### config.mk
export PLATFORM = sky130hd
export DESIGN_NAME = cute_key_sequencer
export DESIGN_NICKNAME = d
export VERILOG_FILES = /design/src/rtl/cute_key_sequencer.sv
export SDC_FILE = /design/constraint.sdc
export NUM_CORES = 1
export LEC_CHECK = 0
export ABC_AREA = 1
export CAP_MARGIN = 20
export CORE_MARGIN = 1.5
export CORE_UTILIZATION = 45
export CTS_CLUSTER_SIZE = 28
export DETAILED_ROUTE_END_ITERATION = 8
export PLACE_DENSITY = 0.74
export SYNTH_ARGS = -nofsm -noshare
export SYNTH_HDL_FRONTEND = slang
export SYNTH_SLANG_ARGS = --single-unit
### constraint.sdc
create_clock -name clk -period 2.3 [get_ports clk]
set_input_delay 0.46 -clock clk [delete_from_list [all_inputs] [get_ports clk]]
set_output_delay 0.46 -clock clk [all_outputs]
set_load 0.01 [all_outputs]
### src/rtl/cute_key_sequencer.sv
// Key sequencer: stores NUM_KEYS secret keys and, once committed, presents the key
// for the current time window on key_out, stepping in lockstep with the locked FSM's counter.
module cute_key_sequencer #(
   parameter  int KEY_W    = 12,
   parameter  int NUM_KEYS = 4,
   parameter  int WIN_LEN  = 12,
   localparam int PERIOD   = NUM_KEYS * WIN_LEN,
   localparam int IDX_W    = (NUM_KEYS > 1) ? $clog2(NUM_KEYS) : 1,
   localparam int CNT_W    = (PERIOD > 1) ? $clog2(PERIOD) : 1
) (
   input  logic             clk,
   input  logic             rst,
   input  logic             load_valid,
   input  logic [IDX_W-1:0] load_idx,
   input  logic [KEY_W-1:0] load_data,
   output logic             load_ready,
   input  logic             commit,
   output logic             armed,
   output logic [KEY_W-1:0] key_out,
   output logic [IDX_W-1:0] win_idx,
   output logic             load_err
);

   typedef enum logic [1:0] {
      ST_LOAD  = 2'd0,
      ST_FULL  = 2'd1,
      ST_ARMED = 2'd2
   } state_e;

   state_e              state_q;
   logic [CNT_W-1:0]    cnt_q, cnt_d;
   logic [NUM_KEYS-1:0] mask_q, mask_d;
   logic [KEY_W-1:0]    key_q [NUM_KEYS];
   logic                armed_q;
   logic                load_err_q;
   logic                err_d;
   logic                load_ok_s;
   logic                idx_ok_s;

   assign idx_ok_s = ({{(32-IDX_W){1'b0}}, load_idx} < 32'(NUM_KEYS));

   // Free-running window counter plus load/commit legality decode
   always_comb begin
      cnt_d     = (cnt_q == CNT_W'(PERIOD - 1)) ? {CNT_W{1'b0}} : cnt_q + {{(CNT_W-1){1'b0}}, 1'b1};
      mask_d    = mask_q;
      load_ok_s = 1'b0;
      err_d     = 1'b0;
      case (state_q)
         ST_LOAD: begin
            if (load_valid) begin
               if (idx_ok_s && !mask_q[load_idx]) begin
                  load_ok_s        = 1'b1;
                  mask_d[load_idx] = 1'b1;
                  err_d            = commit;
               end else begin
                  err_d = 1'b1;
               end
            end else begin
               err_d = commit;
            end
         end
         ST_FULL: begin
            err_d = 1'b0;
         end
         ST_ARMED: begin
            err_d = load_valid | commit;
         end
         default: begin
            err_d = 1'b0;
         end
      endcase
   end

   // All state moves on the falling edge so the locked FSM sees a stable key on its own edge
   always_ff @(negedge clk or negedge rst) begin
      if (!rst) begin
         state_q    <= ST_LOAD;
         cnt_q      <= {CNT_W{1'b0}};
         mask_q     <= {NUM_KEYS{1'b0}};
         armed_q    <= 1'b0;
         load_err_q <= 1'b0;
         for (int i = 0; i < NUM_KEYS; i++) begin
            key_q[i] <= {KEY_W{1'b0}};
         end
      end else begin
         cnt_q      <= cnt_d;
         mask_q     <= mask_d;
         load_err_q <= err_d;
         if (load_ok_s) begin
            key_q[load_idx] <= load_data;
         end
         case (state_q)
            ST_LOAD: begin
               if (&mask_d) begin
                  state_q <= ST_FULL;
               end
            end
            ST_FULL: begin
               if (commit) begin
                  state_q <= ST_ARMED;
                  armed_q <= 1'b1;
               end
            end
            ST_ARMED: begin
               state_q <= ST_ARMED;
            end
            default: begin
               state_q <= ST_LOAD;
               armed_q <= 1'b0;
            end
         endcase
      end
   end

   // Bit KEY_W-1 of the key drives keyinput0 of the locked FSM
   assign win_idx    = IDX_W'({{(32-CNT_W){1'b0}}, cnt_q} / 32'(WIN_LEN));
   assign key_out    = armed_q ? key_q[win_idx] : {KEY_W{1'b0}};
   assign load_ready = (state_q == ST_LOAD);
   assign armed      = armed_q;
   assign load_err   = load_err_q;

endmodule

==> run_results.csv <==
group,metric,value,unit
status,status,"finished with violations",
status,violations,"negative setup slack",
yosys,syn-cell-area,3180,um^2
clocking,cts_tree,"yes",
yosys,ys_seq_area_frac,0.488,
detailed_routing,vias,3712,
worst_setup_path,cp_num_buf_inv,4,
worst_setup_path,worstReg2RegStart,"state_q[0]",
detailed_routing,ant_nets,0,
clocking,clkSinkCount,62,
detailed_routing,drc,0,
power_and_ir_drop,ir_drop,0.759,mV
power_and_ir_drop,power_density,1090,nW/um^2
worst_setup_path,r2r_end,"key_q[16]",
yosys,synthArstFlopShare,1.00,
yosys,synth_enable_flop_cells,0,
clocking,hold_buffers,0,
clocking,clkLatencyLatePin,0.34,ns
sta,setup_viol,69,
sta,fin_ws,-1.66,ns
yosys,synthTopCellsByCount,"nand2_1, inv_1, dfrtn_1",
worst_setup_path,slowest_stage,"dfrtn_1",
floorplanning,ios,35,
worst_setup_path,slowest_delay,0.46,ns
sta,clock_skew,0.00648,ns
worst_setup_path,path_max_fanout,7,
clocking,cts_root_buf,"clkbuf_8",
worst_setup_path,reg2reg_slack,0.42,ns
floorplanning,std_cell_rows,30,
sta,timing.setup.tns,-42.50,ns
yosys,yosys.cell_count.top_type,"nand2_1",
sta,worst_pin_slew,0.364,ns
floorplanning,die-area,7580,um^2
hold_path,hp-start,"cnt_q[0]",
floorplanning,core_area,6830,um^2
yosys,yosysUniqueCellTypes,22,
clocking,clk_pin_slew_worst_paths,0.05,ns
yosys,yosysTopAreaCell,"dfrtn_1",
place,dpl_worst_slack,-1.47,ns
finish,fin_util,0.800,
global_routing,first_global_vias,3666,
detailed_routing,drtIter0Drc,453,
worst_setup_path,worstPathCellList,"ha_1, inv_1, nand2_2, nand3_2, nand2_2, inv_4, nand2_8, buf_4, a21oi_1, nand2_1, a21oi_2, buf_2",
worst_setup_path,crit_family,"buffers and inverters",
detailed_routing,routedWlPerCell,22.1,um
global_routing,grt_pass1_wl,19200,um
yosys,synth_area_leaders,"dfrtn_1, nand2_1, inv_1, o21ai_0, nand3_1",
global_routing,grt_max_degree,31,
finish,regArea,1550,um^2
floorplanning,die_w,87.1,um
place,dp.cells,575,
worst_setup_path,cp-start-kind,"flip-flop",
hold_path,hold_path.class,"flip-flop to flip-flop",
yosys,syn_avg_cell_area,7.70,um^2
global_routing,grt_antenna_before_repair,0,
worst_setup_path,end_kind,"primary output",
finish,drive_above_1_share,0.531,
clocking,cts_buffers,9,
yosys,ys.flop_type,"dfrtn_1",
yosys,ys_seq_elements,62,
detailed_routing,viasPerCell,5.88,
hold_path,hold_end,"cnt_q[0]",
floorplanning,die_h,87.1,um
worst_setup_path,cp.arrival,3.50,ns
sta,rsz0062_at_grt,"true",
global_routing,track_usage,0.341,
yosys,yosysWarnings,0,
finish,area_growth,71.8,%
clocking,h-tree-depth,3,
detailed_routing,wirelength,14000,um
worst_setup_path,reg2reg_depth,10,
global_routing,overflow,0,
power_and_ir_drop,leakagePower,2.58,nW
place,io_buffers,34,
sta,timing.slew.headroom,0.755,
clocking,clk_path_buf_depth,2,
finish,finalNonFillerCells,631,
detailed_routing,firstDrtPassIters,7,
power_and_ir_drop,totalPowerFinal,0.00595,W
hold_path,whs_path_depth,1,
worst_setup_path,worst_path_most_repeated_cell,"nand2_2",
place,dpl.hpwl,5260,um
yosys,synth_nets,437,
finish,fillCellCount,386,
yosys,synthCells,413,
job,max_cap_violations,0,
place,routabilityCongestion,0.840,
finish,nets,554,
finish,diodes,0,
floorplanning,initial_core_util,0.466,
sta,final_max_slew_viol_count,0,
finish,multi_input_area,1980,um^2
worst_setup_path,path_class,"flip-flop to primary output",
yosys,synth_top_cell_area_share,0.488,
worst_setup_path,cp.required,1.84,ns
sta,hold_viol,0,
[what timing repair did]
action / 4_1_cts / 5_1_grt
cloned: 11 / 1
pin swaps: 28 / 38
buffers inserted: 31 / 11
endpoints found under the setup margin: 72 / 69
resized for setup: 170 / 116
[per-layer routing]
metal	part of all wire	track usage	vias up
met2	0.47	0.538	295
li1	-	-	1541
met3	0.093	0.0626	94
met1	0.37	0.431	1782
met5	0	0	-
met4	0.069	0.216	0
[cells by family after synthesis]
group | Yosys count | synth area share
and+or+nand+nor | 164 | 0.227
buffers and inverters | 98 | 0.125
AOI/OAI and AO/OA | 82 | 0.134
xor gates and xnor gates | 1 | 0.00275
DFF | 62 | 0.488
adders and majority gates | 6 | 0.0236
[through the flow]
step                cell area (um^2)  hold slack [ns]
global placement                4130            0.411
global route                    5460            0.473
floorplan                       3350            0.379
detailed placement              4130            0.428
CTS                             5150            0.428
finish                          5460            0.413
[registers in the layout, summed over array words and instances (netlist names)]
name	count
key_q	48
state_q	2
armed	1
mask_q	4
cnt_q	6
load_err	1
[report_power, final]
group          total, W  internal (W)  switching [W]
Clock           0.00115      0.000669       0.000482
Sequential      0.00205       0.00158       0.000465
Combinational   0.00275       0.00125        0.00149
[cell usage in the layout, fill, tap and decap left out, types with 20 or more instances in the layout]
| master | synthesis | routed |
|---|---|---|
| dfrtn_1 | 62 | 62 |
| nand2_2 | 1 | 45 |
| buf_6 | 2 | 26 |
| nand2_4 | 2 | 20 |
| nand2_1 | 111 | 48 |
| nand3_1 | 29 | 22 |
| a21oi_2 | 0 | 20 |
| buf_4 | 0 | 39 |
| o21ai_2 | 0 | 39 |
| inv_1 | 77 | 73 |
[how the worst max path moves through the flow]
stage	start	end	slack, ns	cells after the start
5_1_grt	cnt_q[4]	key_out[5]	-1.76	12
4_1_cts	cnt_q[4]	key_out[11]	-1.37	12
6_report	cnt_q[4]	key_out[5]	-1.66	12
3_5_place_dp	cnt_q[4]	key_out[11]	-1.47	11
2_1_floorplan	cnt_q[4]	key_out[10]	-0.95	12
3_3_place_gp	cnt_q[4]	key_out[10]	-1.40	12
[final cells by class]
class                   count  share of cell area
clock inverters             5              0.0149
well taps                  96              0.0220
clock buffers              11              0.0277
inverters                  80              0.0589
repair buffers            118               0.230
multi-input cells         259               0.362
flip-flops and latches     62               0.284
Note: power is estimated with default switching activity, not from simulation.
==> RTL edit 1 (config.mk and constraints unchanged) <==
Remove the register `load_err_q`: a continuous assignment takes its place, so the output `load_err` follows one clock earlier.
--- a/src/rtl/cute_key_sequencer.sv
+++ b/src/rtl/cute_key_sequencer.sv
@@ -78,14 +78,12 @@
          cnt_q      <= {CNT_W{1'b0}};
          mask_q     <= {NUM_KEYS{1'b0}};
          armed_q    <= 1'b0;
-         load_err_q <= 1'b0;
          for (int i = 0; i < NUM_KEYS; i++) begin
             key_q[i] <= {KEY_W{1'b0}};
          end
       end else begin
          cnt_q      <= cnt_d;
          mask_q     <= mask_d;
-         load_err_q <= err_d;
          if (load_ok_s) begin
             key_q[load_idx] <= load_data;
          end
@@ -112,6 +110,8 @@
       end
    end
 
+   assign load_err_q = err_d;
+
    // Bit KEY_W-1 of the key drives keyinput0 of the locked FSM
    assign win_idx    = IDX_W'({{(32-CNT_W){1'b0}}, cnt_q} / 32'(WIN_LEN));
    assign key_out    = armed_q ? key_q[win_idx] : {KEY_W{1'b0}};
Formal check against the unedited RTL: not equivalent (a bounded check fails within 4 cycles, from zero or initial values and one cycle with rst low).
==> RTL edit 1 against the original RTL <==
- the flow still finishes with violations (negative setup slack)
- routed wire length decreased by 4.8%
- critical path depth stayed put
- area after synthesis down 0.79%
- sequential power shrank 6%
- setup slack improved by 0.19 ns
- total power decreased by 6.9%
- cell area fell by 4.6%
- synthesized cell count shrank 0.24%
- sequential cell count down 1
- worst hold slack worse by 0.016 ns
- combinational power shrank 3%
- critical path type unchanged
==> RTL edit 1: results (changes against the original RTL) <==
| Metric | Value |
|---|---|
| FILL cells | 407 (was 386) |
| Mux contribution to synthesized area | 0 (unchanged) |
| Worst-path fanout max | 7 (unchanged) |
| Synth unique cells | 22 (unchanged) |
| CTS root buf | clkbuf_8 (unchanged) |
| Met3 Use GR | 0.0962 (was 0.0626) |
| Pleak | 2.50 nW (was 2.58 nW) |
| Min-delay worst type | register to register (unchanged) |
| Arrival time at the worst endpoint | 3.31 ns (was 3.50 ns) |
| Hold Worst Slack | 0.397 ns (was 0.413 ns) |
| Final setup fails | 67 (was 69) |
| DP HPWL | 5150 µm (was 5260 µm) |
| Worst Clk Skew | 0.0129 ns (was 0.00648 ns) |
| Sw Pwr | 2.30 mW (was 2.44 mW) |
| Async SR Flop Fraction | 1.00 (unchanged) |
| Post-synthesis compound-gate area fraction | 0.135 (was 0.134) |
| DP Area | 4090 µm² (was 4130 µm²) |
| R2R setup slack | 0.13 ns (was 0.42 ns) |
| Adder-cell share of the synthesized area | 0.0238 (was 0.0236) |
| Nets | 559 (was 554) |
| Met1 Track Usage GR | 0.386 (was 0.431) |
| First-pass GRT wire length | 18600 µm (was 19200 µm) |
| Port-buffer cells | 34 (unchanged) |
| Synth area leaders | dfrtn_1, nand2_1, inv_1 (unchanged) |
| Final WS setup | -1.47 ns (was -1.66 ns) |
| Final TNS setup | -52.78 ns (was -42.50 ns) |
| DR pass1 iterations | 6 (was 7) |
| Status | finished with violations (unchanged) |
| Crit-path slowest cell | dfrtn_1 (unchanged) |
| Post-synthesis xor/xnor area fraction | 0.00278 (was 0.00275) |
| Met2 Track Usage GR | 0.534 (was 0.538) |
| Failing checks | negative setup slack (unchanged) |
| Syn nets | 436 (was 437) |
| DR WL/cell | 20.9 µm (was 22.1 µm) |
| Post-place setup slack | -1.44 ns (was -1.47 ns) |
| Global router's overall resource usage | 0.333 (was 0.341) |
| CP max stage delay | 0.47 ns |
| Most frequent cells after synthesis | nand2_1, inv_1, dfrtn_1, o21ai_0, nand3_1 (unchanged) |
| Initial antenna violation count | 0 (unchanged) |
| Pin count of the biggest net entering global routing | 62 (was 31) |
| Initial DRC Count | 483 (was 453) |
| Via count | 3709 (was 3712) |
| Relative slew slack | 0.764 (was 0.755) |
| Final Wtd Congestion | 0.881 (was 0.840) |
| Most common cell in the synthesized netlist | nand2_1 (unchanged) |
| Seq/Total Area, Yosys | 0.484 (was 0.488) |
| Fraction of layout cells with a size suffix above 1 | 0.458 (was 0.531) |
| Largest delay share family, worst path | flip-flops (was buffers and inverters) |
| VDD IR max | 0.000700 V (was 0.000759 V) |
| Longest Clk Path Bufs | 2 (unchanged) |
## RTL edit 1: cell count changes in the layout (fill, tap and decap cells not counted), sizes merged
cell,before,now
nand3,41,44
clkdlybuf4s50,13,12
dfrtn,62,61
clkinv,2,3
dlymetal6s2s,0,1
clkbuf,13,12
bufinv,2,1
clkdlybuf4s15,1,0
buf,101,105
## RTL edit 1: path summary, 6_finish.rpt
check                                 from         end  cells after the start
worst max-delay path              cnt_q[4]  key_out[3]                     12
worst min-delay path              cnt_q[0]    cnt_q[0]                      1
worst max register to register  state_q[0]   key_q[46]                     13
worst min register to register    cnt_q[0]    cnt_q[0]                      1
max in group asynchronous              rst    key_q[8]                      2
min in group asynchronous              rst   key_q[25]                      2
## RTL edit 1: logic make-up after synthesis
family / Yosys count
adder cells (fa/ha/maj): 6
AND/OR/NAND/NOR: 164
buffers and inverters: 98
flip-flops: 61
XOR/XNOR: 1
AO/OA/AOI/OAI: 82
## RTL edit 1: area by class of cell
type	instances	area, µm²	area share
multi-input cells	262	1900	0.365
well taps	96	120	0.0231
repair buffers	121	1160	0.223
clock buffers	10	128	0.0245
inverters	80	322	0.0617
clock inverters	5	52.6	0.0101
flip-flops and latches	61	1530	0.293
## RTL edit 1: worst register-to-register path, delay by kind of cell, from the launching register on
| family | cells | cell delay [ns] |
|---|---|---|
| flip-flops | 1 | 0.44 |
| AO/OA/AOI/OAI | 1 | 0.05 |
| AND/OR/NAND/NOR | 2 | 0.25 |
| adder cells (fa/ha/maj) | 1 | 0.16 |
| buffers and inverters | 9 | 1.10 |
## RTL edit 1: power by group through the flow
| stage | clock network (mW) | registers, mW | logic, mW |
|---|---|---|---|
| final | 0.951 | 1.92 | 2.67 |
| after global routing | 1.01 | 1.94 | 2.84 |
| after CTS | 0.921 | 1.81 | 2.09 |
| after detailed placement | 0 | 1.80 | 1.75 |
| after global placement | 0 | 1.79 | 1.71 |
| after floorplan | 0 | 1.75 | 1.10 |
## RTL edit 1: routing by layer
layer,wire length [µm],vias to the layer above
met5,0,-
met4,980,0
met3,1280,112
met2,6330,313
met1,4700,1745
li1,-,1539
## RTL edit 1: metrics by stage
stage | total power [mW] | cells
after detailed placement | 3.56 | 575
after floorplan | 2.85 | 412
final | 5.54 | 635
after global placement | 3.50 | 575
after global routing | 5.79 | 635
after CTS | 4.82 | 629
## RTL edit 1: what timing repair did
item,CTS,global route
resized for setup,141,94
cloned,13,0
pin swaps,22,29
buffers inserted,26,10
endpoints found under the setup margin,71,68
hold buffers,0,0
endpoints found under the hold margin,0,0
==> RTL edit 2 (same flow settings) <==
Made on the original files. Change the parameter `KEY_W` from 12 to 6.
--- a/src/rtl/cute_key_sequencer.sv
+++ b/src/rtl/cute_key_sequencer.sv
@@ -1,7 +1,7 @@
 // Key sequencer: stores NUM_KEYS secret keys and, once committed, presents the key
 // for the current time window on key_out, stepping in lockstep with the locked FSM's counter.
 module cute_key_sequencer #(
-   parameter  int KEY_W    = 12,
+   parameter  int KEY_W    = 6,
    parameter  int NUM_KEYS = 4,
    parameter  int WIN_LEN  = 12,
    localparam int PERIOD   = NUM_KEYS * WIN_LEN,
Ports: changed (resized key_out and load_data); port bits go from 35 to 23. No check against the original RTL was run, so the function may have changed too.
==> RTL edit 2 against the original RTL <==
- the flow still finishes with violations (negative setup slack)
- area after synthesis is 35% lower
- via count is 41% lower
- setup slack better by 0.33 ns
- cell area is 36% lower
- highest routed layer unchanged
- combinational power is 96% lower
- core utilization is 0.54 points lower
- critical path depth is 1 lower
- total power is 77% lower
- routed wire length is 51% lower
- sequential share of layout area is 1.1 points lower
- sequential cell count is 24 lower
==> RTL edit 2: results (changes against the original RTL) <==
| Metric | Value |
|---|---|
| Nets | 369 (was 554) |
| Global router's overall resource usage | 0.243 (was 0.341) |
| CTS Sinks | 38 (was 62) |
| Status | finished with violations (unchanged) |
| Biggest registers after layout | key_q: 24 flops, cnt_q: 6 flops, mask_q: 4 flops (was key_q: 48 flops, cnt_q: 6 flops, mask_q: 4 flops) |
| CP max stage delay | 0.42 ns (was 0.46 ns) |
| Number of global-route vias before repair | 2098 (was 3666) |
| Post-CTS Repair Setup Buffers | 12 (was 31) |
| Hold Worst Slack | 0.422 ns (was 0.413 ns) |
| Synth area leaders | dfrtn_1, nand2_1, inv_1 (unchanged) |
| Worst-case reg-to-reg path depth | 9 (was 10) |
| Final WS setup | -1.33 ns (was -1.66 ns) |
| Layout Cells excl Fill | 404 (was 631) |
| Final Wtd Congestion | 0.833 (was 0.840) |
| Final setup fails | 38 (was 69) |
| Syn nets | 271 (was 437) |
| Met1 Track Usage GR | 0.295 (was 0.431) |
| Worst reg2reg endpoint | key_q[15] (was key_q[16]) |
| Fraction of area in multi-input gates | 0.377 (was 0.362) |
| Failing checks | negative setup slack (unchanged) |
| H-tree depth | 2 (was 3) |
| Initial DRC Count | 198 (was 453) |
| Clock buffer cells | 5 (was 11) |
| Met2 Track Usage GR | 0.419 (was 0.538) |
| Adder-cell share of the synthesized area | 0.0366 (was 0.0236) |
| # resized after CTS | 110 (was 170) |
| Worst reg2reg startpoint | state_q[1] (was state_q[0]) |
| Slew @ Worst Pin | 0.376 ns (was 0.364 ns) |
| Seq/Total Area, Yosys | 0.463 (was 0.488) |
| Vias per std cell | 5.42 (was 5.88) |
| Port-buffer cells | 22 (was 34) |
| Seq/total area | 0.273 (was 0.284) |
| Pleak | 1.69 nW (was 2.58 nW) |
| Post-synthesis xor/xnor area fraction | 0.00427 (was 0.00275) |
| Non-clock inverter count | 49 (was 80) |
| Synth unique cells | 28 (was 22) |
| Met3 Use GR | 0.0427 (was 0.0626) |
| DRT met1 WL | 2710 µm (was 5190 µm) |
| Most frequent cells after synthesis | nand2_1, inv_1, dfrtn_1, nand3_1, o21ai_1 (was nand2_1, inv_1, dfrtn_1, o21ai_0, nand3_1) |
| Cells after Synth | 253 (was 413) |
| Multi-input combinational cell count | 159 (was 259) |
| Routed wl met3 | 314 µm (was 1300 µm) |
| Arrival time at the worst endpoint | 3.17 ns (was 3.50 ns) |
| Fraction of layout cells with a size suffix above 1 | 0.580 (was 0.531) |
| Skew-Pair Late Insertion Delay | 0.30 ns (was 0.34 ns) |
| VDD IR max | 0.000581 V (was 0.000759 V) |
| Post-synthesis compound-gate area fraction | 0.129 (was 0.134) |
| FILL cells | 248 (was 386) |
| DP HPWL | 3380 µm (was 5260 µm) |
| Largest delay share family, worst path | simple AND/OR/NAND/NOR gates (was buffers and inverters) |
| R2R setup slack | 0.61 ns (was 0.42 ns) |
[RTL edit 2: report_power, final]
group	switching, mW	total (mW)	leakage, nW	internal (mW)
registers	0.000286	0.673	0.476	0.672
logic	0.0599	0.113	1.16	0.0531
clock network	0.256	0.575	0.0579	0.319
[RTL edit 2: how the worst max path moves through the flow]
stage | to | slack [ns] | cells after the start
after floorplan | key_out[2] | -1.04 | 12
after global routing | key_out[1] | -1.43 | 12
after CTS | key_out[1] | -1.24 | 11
final | key_out[1] | -1.33 | 11
after global placement | key_out[1] | -1.37 | 11
after detailed placement | key_out[1] | -1.39 | 11
[RTL edit 2: through the flow]
stage               instance area, µm²  TNS [ns]  worst slack [ns]  total power, mW
floorplan                         2170    -13.48             -1.04            0.703
global placement                  2770    -37.83             -1.37            0.767
detailed placement                2770    -38.96             -1.39            0.768
CTS                               3130    -16.59             -1.24             1.34
global route                      3480    -22.14             -1.43             1.40
finish                            3480    -19.66             -1.33             1.36
